## src/rtl/fetch_stage.sv

```systemverilog
// Instruction fetch stage: one outstanding memory request, a single-entry output buffer
// for decode, and redirect handling that drops any response still in flight.
module fetch_stage #(
    parameter logic [31:0] RESET_PC = 32'h0000_0000
) (
    input  logic        clk,
    input  logic        reset,
    output logic        ImemReq,
    output logic [31:0] ImemAddr,
    input  logic        ImemGnt,
    input  logic        ImemRValid,
    input  logic [31:0] ImemRData,
    input  logic        Redirect,
    input  logic [31:0] RedirectPC,
    output logic        InstrValid,
    input  logic        InstrReady,
    output logic [31:0] Instr,
    output logic [31:0] PCOut,
    output logic [31:0] PCPlus4
);

    typedef enum logic [1:0] {StReq, StWait, StDrop} state_e;

    localparam logic [31:0] NopInstr = 32'h0000_0013;

    state_e      state_q, state_d;
    logic [31:0] pc_q, pc_d;
    logic [31:0] req_pc_q, req_pc_d;
    logic [31:0] instr_q, instr_d;
    logic [31:0] pc_out_q, pc_out_d;
    logic        valid_q, valid_d;

    // Low bits of the redirect target are forced to zero, so they are never read.
    logic unused_redirect_lsbs;
    assign unused_redirect_lsbs = ^RedirectPC[1:0];

    // Issue only when the output buffer is empty or drains this cycle.
    assign ImemReq    = (state_q == StReq) && !Redirect && !reset && (!valid_q || InstrReady);
    assign ImemAddr   = pc_q;
    assign InstrValid = valid_q;
    assign Instr      = instr_q;
    assign PCOut      = pc_out_q;
    assign PCPlus4    = pc_out_q + 32'd4;

    always_comb begin
        state_d  = state_q;
        pc_d     = pc_q;
        req_pc_d = req_pc_q;
        instr_d  = instr_q;
        pc_out_d = pc_out_q;
        valid_d  = valid_q;

        if (Redirect) begin
            pc_d    = {RedirectPC[31:2], 2'b00};
            valid_d = 1'b0;
            unique case (state_q)
                StReq:   state_d = StReq;
                StWait:  state_d = ImemRValid ? StReq : StDrop;
                StDrop:  state_d = StDrop;
                default: state_d = StReq;
            endcase
        end else begin
            if (valid_q && InstrReady) begin
                valid_d = 1'b0;
            end
            unique case (state_q)
                StReq: begin
                    if (ImemReq && ImemGnt) begin
                        req_pc_d = pc_q;
                        pc_d     = pc_q + 32'd4;
                        state_d  = StWait;
                    end
                end
                StWait: begin
                    if (ImemRValid) begin
                        instr_d  = ImemRData;
                        pc_out_d = req_pc_q;
                        valid_d  = 1'b1;
                        state_d  = StReq;
                    end
                end
                StDrop: begin
                    if (ImemRValid) begin
                        state_d = StReq;
                    end
                end
                default: state_d = StReq;
            endcase
        end
    end

    always_ff @(posedge clk or posedge reset) begin
        if (reset) begin
            state_q  <= StReq;
            pc_q     <= RESET_PC;
            req_pc_q <= 32'h0;
            instr_q  <= NopInstr;
            pc_out_q <= 32'h0;
            valid_q  <= 1'b0;
        end else begin
            state_q  <= state_d;
            pc_q     <= pc_d;
            req_pc_q <= req_pc_d;
            instr_q  <= instr_d;
            pc_out_q <= pc_out_d;
            valid_q  <= valid_d;
        end
    end

endmodule

```

## config.mk

```make
export PLATFORM = sky130hd
export DESIGN_NAME = fetch_stage
export DESIGN_NICKNAME = d
export VERILOG_FILES = /design/src/rtl/fetch_stage.sv
export SDC_FILE = /design/constraint.sdc
export NUM_CORES = 1
export LEC_CHECK = 0
export CAP_MARGIN = 10
export CORE_MARGIN = 2
export CORE_UTILIZATION = 45
export CTS_CLUSTER_DIAMETER = 40
export DETAILED_ROUTE_END_ITERATION = 7
export PLACE_DENSITY = 0.86
export SLEW_MARGIN = 5
export SYNTH_ARGS = -nofsm -noshare
export SYNTH_HDL_FRONTEND = slang
export SYNTH_SLANG_ARGS = --single-unit
```

## constraint.sdc

```tcl
create_clock -name clk -period 5.3 [get_ports clk]
set_input_delay 0.795 -clock clk [delete_from_list [all_inputs] [get_ports clk]]
set_output_delay 0.795 -clock clk [all_outputs]
set_load 0.01 [all_outputs]
```

=== Word level (Yosys, flattened, before mapping) ===
Index checks and enable logic that the tools add are counted.

* Logic and storage cells: 43
* Output and inout port bits: 130
* Register bits after elaboration: 131
* Input bits: 70

* Reduce and logical (&&, ||, !) cells: 17
* Bitwise gates (word level): 1
* Add/sub/neg operators: 2
* Mux-type cells: 13
* Equality and inequality tests: 4

{| class="wikitable"
|+ Operators by type and width
! cell !! count
|-
| two-way mux 32 bit || 3
|-
| adder 32 x 3 -> 32 bit, second input constant || 2
|-
| two-way mux 2 bit || 4
|-
| one-hot mux 2 bit (2 select lines) || 2
|-
| AND reduction 3 bit || 2
|-
| logical AND 1 bit || 5
|-
| two-way mux 1 bit || 4
|-
| AND reduction 2 bit || 2
|-
| nonzero test 2 bit || 2
|-
| logical NOT 1 bit || 3
|-
| inequality test 3 x 1 -> 1 bit, second input constant || 1
|-
| inequality test 3 x 2 -> 1 bit, second input constant || 1
|-
| == test 2 x 1 -> 1 bit, second input constant || 1
|-
| == test 2 bit, second input constant || 1
|-
| logical NOT 2 bit || 1
|-
| OR reduction 2 bit || 1
|-
| logical OR 1 bit || 1
|-
| NOT 1 bit || 1
|}

=== Depth between registers and ports, before layout ===
Gate-level depths: netlist of the first run.

* Depth in word-level cells: 8
* Mapped depth: 9
* Gate-level depth less buffers: 6

=== Worst setup path before layout of the first run ===
OpenSTA, ideal clock, no wires.

* Path kind: input port to output port
* Start point: in reset
* End point: out ImemReq
* Required time: 4505 ps
* Path buffers: 0
* Path slack: 575 ps
* Cell stages on the path: 2
* Arrival time: 3930 ps
* Cell sequence: inv_1 > and4_1

* Longest elaborated chain between the ends: 3

{| class="wikitable"
|+ Ends and longest elaborated chain
! element !! line !! RTL
|-
| start: declaration || 7 || <nowiki>input logic reset,</nowiki>
|-
| logical NOT 1 bit (no line) || - ||
|-
| logical AND 1 bit (2 in series) || 38 || <nowiki>assign ImemReq = (state_q == StReq) && !Redirect && !reset && (!valid_q || InstrReady);</nowiki>
|-
| end: declaration || 8 || <nowiki>output logic ImemReq,</nowiki>
|}

No other way between the ends.

=== Worst setup path in the final report of the first run ===
* Start point: reg pc_out_q[4] (netlist: PCOut[4])
* End point: out PCPlus4[19]

* Longest elaborated chain between the ends: 1

{| class="wikitable"
|+ Ends and longest elaborated chain
! element !! line !! RTL
|-
| start: declaration || 30 || <nowiki>logic [31:0] pc_out_q, pc_out_d;</nowiki>
|-
| start signal: assignment || 105 || <nowiki>pc_out_q <= pc_out_d;</nowiki>
|-
| adder 32 x 3 -> 32 bit || 43 || <nowiki>assign PCPlus4 = pc_out_q + 32'd4;</nowiki>
|-
| end: declaration || 19 || <nowiki>output logic [31:0] PCPlus4</nowiki>
|}

No other way between the ends.

==> results.yml, run 1 <==
final_layout:
  final_cell_area_um2: 8750
  fin_nets: 853
  drive_gt1_share_pct: 14.3
  area_growth_syn_to_layout_pct: 42.4
  n_antenna_cell: 0
  final_cells: 967
  fin_util_pct: 65.8
setup_path:
  worstRegToRegCells: 6
  worstPathRequired_ns: 4.51
  cpMaxStageDelayCell: "nor3_1"
  cp.arrival_ns: 2.94
  end_kind: "output port"
  crit_path_cell_trace: "nand2_1 > nor3_1 > nand3_1 > xnor2_1 > clkdlybuf4s50_1"
  critPathBufInv: 1
  cp.depth: 5
  path_delay_family: "simple AND/OR/NAND/NOR gates"
  crit_type: "reg2out"
  critical-path-max-stage-delay_ns: 0.91
  crit_path_start_kind: "flip-flop"
  critPathMaxFanout: 11
global_routing:
  grt_pass1_vias: 5443
  grt_usage_pct: 24.2
  use_met2_pct: 39.9
  grt_use_met1_pct: 30.5
  grt_pass1_wl_um: 27500
  grt_max_degree: 88
  grt-ovfl-total: 0
  busiest_layer: "met2"
  met3_usage_pct: 6.34
  antenna_found_initial: 0
logic_synthesis:
  yosys.area.top_type: "dfrtp_1"
  seq_area_frac_synth_pct: 50.9
  synthMuxAreaShare_pct: 11.5
  synthCells: 596
  synthAdderAreaFrac_pct: 1.02
  syn_area_um2: 6150
  synth_commonest_cells: "dfrtp_1, nand2_1, mux2_2"
  yosysTopAreaCellShare_pct: 49.7
  synth_cell_types: 53
  yosys.area_share.xor_xnor_pct: 4.27
  ys_top_cells_by_area: "dfrtp_1, mux2_2, nand2_1"
  synth-simple-area-share_pct: 21.2
  synth_top_family_by_area: "simple AND/OR/NAND/NOR gates"
  async_flop_share_pct: 100
  yosys_warnings: 0
  ys.flop_type: "dfrtp_1"
  synth_edf_count: 0
  syn_area_per_cell_um2: 10.3
  post-synth-top-count-cell: "dfrtp_1"
  synth-seq-cells: 125
  synth-compound-area-share_pct: 7.37
placement:
  hpwlAfterDp_um: 12600
  place_area_um2: 8170
  place_inst: 935
  numPortBuffers: 191
  dpl_worst_slack_ns: 1.39
  globalplace.congestion: 0.862
sta:
  fin_crit_sh_pct: 70.5
  tightest_slew_ns: 1.11
  drv_slew: 0
  grt_setup_unrepaired: "no"
  fin_hold_ws_ns: 0.473
  relSlewSlack_pct: 25.5
  final-setup-viol-count: 0
  final.setup_skew_ns: 0.00906
  timing.final.hold_violations: 0
  fin_ws_ns: 1.56
  final_period_minus_worst_setup_slack_ns: 3.74
  fin_tns_setup_ns: 0
  fmaxAchievable_ghz: 0.268
routing:
  routed_wl_um: 17600
  drtAntennaViolNets: 0
  drc_errors: 0
  routedWlPerCell_um: 18.2
  vias: 5464
  drt_iter0_markers: 494
  firstDrtPassIters: 4
  vias_per_cell: 5.65
clock_network:
  hold_buffers: 0
  clk_pin_slew_ns: 0.06
  post_cts_buffers: 0
  clock-root-buffer: "clkbuf_16"
  cts_tree: "done"
  cts-resized-gates: 0
  htreeDepth: 4
  clockBufferDepth: 2
  clk_latency_ns: 0.42
  cts_buffers: 17
  clock-sinks: 125
hold_path:
  min_path_cells: 2
  min_path_type: "reg2reg"
floorplanning:
  fp.dieArea_um2: 14600
  core-area_um2: 13300
  fp-row-count: 42
  die-width_um: 121
  ios: 200
  initial_core_util_pct: 46.2
  die_y_um: 121
job:
  maxCapViolCount: 0
power_and_ir_drop:
  p_total_mw: 4.01
  power_density_nw_per_um2: 458
  p_leak_nw: 3.70
  irDropWorstVdd_mv: 0.295
outcome:
  status: "complete, no violations"
[layout by cell type, fill, tap and decap left out, types with 11 or more instances in the layout]
cell type / synthesis / final
nand2_1: 108 / 107
nand4_1: 19 / 19
dfrtp_1: 122 / 122
o21ai_0: 11 / 11
or4_1: 11 / 11
clkbuf_16: 0 / 17
mux2_2: 62 / 62
nand3_1: 47 / 46
xnor2_1: 25 / 25
nor2_1: 18 / 17
clkdlybuf4s50_1: 0 / 191
[power by group]
group	internal, mW	switching [mW]	total [mW]
combinational	0.846	0.519	1.37
sequential	1.24	0.284	1.52
clock	0.665	0.455	1.12
[cell type report]
cell class	instances	area (um2)
Fill cell	994	4540
Sequential cell	125	3130
Inverter	12	47.5
Clock inverter	14	139
Clock buffer	18	439
Multi-Input combinational cell	426	2830
Timing Repair Buffer	196	1950
Tap cell	176	220
[sequential cells by signal, summed over array words and instances, names as in the netlist]
name        count
state_q         2
req_pc_q       30
InstrValid      1
PCOut          30
Instr          32
ImemAddr       30
[kinds of logic after synthesis]
group	Yosys count
multiplexers	63
other	1
AND/OR/NAND/NOR	259
adder cells (fa/ha/maj)	5
XOR/XNOR	30
AO/OA/AOI/OAI	63
buffers and inverters	50
flip-flops	125
[layer usage]
layer  share of wire, %  vias to the layer above
met4                2.1                        0
met5                  0                        -
met1                 40                     2664
met2                 50                      262
met3                7.4                       38
li1                   -                     2500
[final timing paths]
check,end,from,slack (ns)
worst max-delay path,PCPlus4[19],PCOut[4],1.56
worst max register to register,ImemAddr[19],state_q[0],2.46
max in group asynchronous,Instr[26],reset,2.97
min in group asynchronous,ImemAddr[19],reset,0.86
worst min-delay path,req_pc_q[26],req_pc_q[26],0.47
worst min register to register,req_pc_q[26],req_pc_q[26],0.47
[worst register-to-register path, cell delays in order, from the launching register on]
cell	delay [ns]
dfrtp_1	0.39
inv_1	0.10
ha_1	0.30
and4bb_2	0.38
nand2_2	0.64
or4_1	0.74
a31oi_1	0.21
(Power assumes the default switching activity.)
==> run 2: changes to the inputs <==
--- a/config.mk
+++ b/config.mk
@@ -7,10 +7,10 @@
 export LEC_CHECK = 0
 export CAP_MARGIN = 10
 export CORE_MARGIN = 2
-export CORE_UTILIZATION = 45
+export CORE_UTILIZATION = 42
 export CTS_CLUSTER_DIAMETER = 40
 export DETAILED_ROUTE_END_ITERATION = 7
-export PLACE_DENSITY = 0.86
+export PLACE_DENSITY = 0.85
 export SLEW_MARGIN = 5
 export SYNTH_ARGS = -nofsm -noshare
 export SYNTH_HDL_FRONTEND = slang
==> constraint.sdc (replaced) <==
create_clock -name clk -period 3.3 [get_ports clk]
set_input_delay 0.495 -clock clk [delete_from_list [all_inputs] [get_ports clk]]
set_output_delay 0.495 -clock clk [all_outputs]
set_load 0.01 [all_outputs]
==> run 2 against run 1 <==
Effect of this change: cell count is 1.4% higher; worst setup slack worse by 1.2 ns; utilization is 4.4 points lower; highest routed layer unchanged; power is 62% higher; global-route usage is 1.7 points lower.
==> results.yml, run 2 (synthesis gave the netlist of run 1 again) <==
final_layout:
  layout.cells.most_common_list: "clkdlybuf4s50_1, dfrtp_1, nand2_1"
  multi_input_area_um2: 2830
  drive_gt1_share_pct: 15.1
  n_antenna_cell: 0
  final_common_cell: "clkdlybuf4s50_1"
  largest_reg_flops: 32
  fin_nets: 859
  ff_latch_area_um2: 3130
  fill_cells: 1140
  area_growth_syn_to_layout_pct: 44.1
floorplanning:
  initial_core_util_pct: 42.6
  die_y_um: 125
  core-area_um2: 14400
  fp-row-count: 44
  fp.dieArea_um2: 15600
  ios: 200
  die-width_um: 125
placement:
  globalplace.congestion: 0.873
  hpwlAfterDp_um: 12000
  dpl_worst_slack_ns: 0.388
  numPortBuffers: 191
power_and_ir_drop:
  p_leak_nw: 3.73
  p_total_mw: 6.50
  irDropWorstVdd_mv: 0.313
  power_density_nw_per_um2: 734
clock_network:
  clk_pin_slew_ns: 0.05
  post_cts_buffers: 0
  cts_tree: "done"
  htreeDepth: 4
  clockBufferDepth: 2
  clk_latency_ns: 0.41
  clock-sinks: 125
  clock-root-buffer: "clkbuf_16"
  hold_buffers: 0
  cts_buffers: 17
sta:
  final_period_minus_worst_setup_slack_ns: 2.98
  fmaxAchievable_ghz: 0.336
  tightest_slew_ns: 0.824
  fin_hold_ws_ns: 0.475
  drv_slew: 0
  timing.final.hold_violations: 0
  final.setup_skew_ns: 0.00853
  fin_ws_ns: 0.323
  final-setup-viol-count: 0
  grt_setup_unrepaired: "no"
  relSlewSlack_pct: 44.5
  fin_crit_sh_pct: 90.2
setup_path:
  crit_end: "PCPlus4[24]"
  end_kind: "output port"
  ff2ff_setup_slack_ns: 0.82
  r2r_start: "state_q[0]"
  crit_start: "PCOut[3]"
  worstRegToRegCells: 7
  crit_path_start_kind: "flip-flop"
  crit_type: "reg2out"
  r2r_end: "ImemAddr[6]"
  critPathMaxFanout: 8
  cp.arrival_ns: 2.48
  worstPathRequired_ns: 2.80
routing:
  drt_iter0_markers: 473
  vias_per_cell: 5.62
  routedWlPerCell_um: 17.9
  drc_errors: 0
  vias: 5512
  drtAntennaViolNets: 0
  routed_wl_um: 17600
  firstDrtPassIters: 5
hold_path:
  min_path_type: "reg2reg"
global_routing:
  grt_max_degree: 126
  grt-ovfl-total: 0
  grt_usage_pct: 22.5
  antenna_found_initial: 0
  grt_pass1_wl_um: 28600
  grt_pass1_vias: 5384
outcome:
  status: "complete, no violations"
job:
  maxCapViolCount: 0
==> run 2: changes by cell type in the layout (fill, tap and decap cells not counted), sizes merged <==
| cell | before | now |
|---|---|---|
| buf | 5 | 11 |
| inv | 14 | 12 |
| clkinvlp | 1 | 5 |
| clkbuf | 18 | 20 |
| clkinv | 10 | 5 |
| bufinv | 1 | 2 |
==> run 2: worst min-delay path by stage <==
| stage | start | to | slack (ns) | cells past startpoint |
|---|---|---|---|---|
| floorplan | req_pc_q[31] | req_pc_q[31] | 0.44 | 2 |
| global placement | req_pc_q[29] | req_pc_q[29] | 0.46 | 2 |
| detailed placement | req_pc_q[2] | req_pc_q[2] | 0.46 | 2 |
| CTS | req_pc_q[25] | req_pc_q[25] | 0.48 | 2 |
| global route | req_pc_q[3] | req_pc_q[3] | 0.50 | 2 |
| finish | req_pc_q[3] | req_pc_q[3] | 0.47 | 2 |
==> run 2: cell type report <==
| cell class | instances | area share [%] |
|---|---|---|
| Multi-Input combinational cell | 426 | 31.9 |
| Tap cell | 184 | 2.60 |
| Timing Repair Buffer | 202 | 22.8 |
| Inverter | 12 | 0.551 |
| Clock buffer | 20 | 5.27 |
| Clock inverter | 12 | 1.53 |
| Sequential cell | 125 | 35.4 |
==> run 2: critical path, stage by stage, from the launching register on <==
cell	delay, ns
dfrtp_1	0.41
ha_1	0.23
nand4_1	0.20
nor4_2	0.20
buf_4	0.20
nand4_1	0.12
xnor2_1	0.15
clkdlybuf4s50_1	0.55
==> run 2: timing repair <==
action,in CTS,in global routing
gates resized for setup,0,1
setup endpoints to repair,0,1
hold endpoints to repair,0,0
==> run 2: layer usage <==
| metal | share of wire (%) | GRT usage, % |
|---|---|---|
| met1 | 41 | 30.1 |
| met2 | 49 | 35.9 |
| met3 | 7.6 | 4.62 |
| met4 | 3.1 | 9.48 |
| met5 | 0 | 0 |
==> run 2: per-stage QoR <==
stage	util (%)	cell area, um2	std cells	setup TNS [ns]
5_1_grt	61.4	8860	981	0
3_3_place_gp	57.2	8260	949	0
2_1_floorplan	-	6170	601	-0.0908
4_1_cts	61.4	8860	981	0
3_5_place_dp	57.2	8260	949	0
6_report	61.4	8860	981	0
==> run 2: power by group <==
part	leakage, nW	total (mW)	internal, mW	switching [mW]
Clock	0.285	1.88	1.18	0.702
Combinational	1.91	2.19	1.36	0.825
Sequential	1.54	2.44	1.99	0.451
Total	3.73	6.50	4.53	1.98
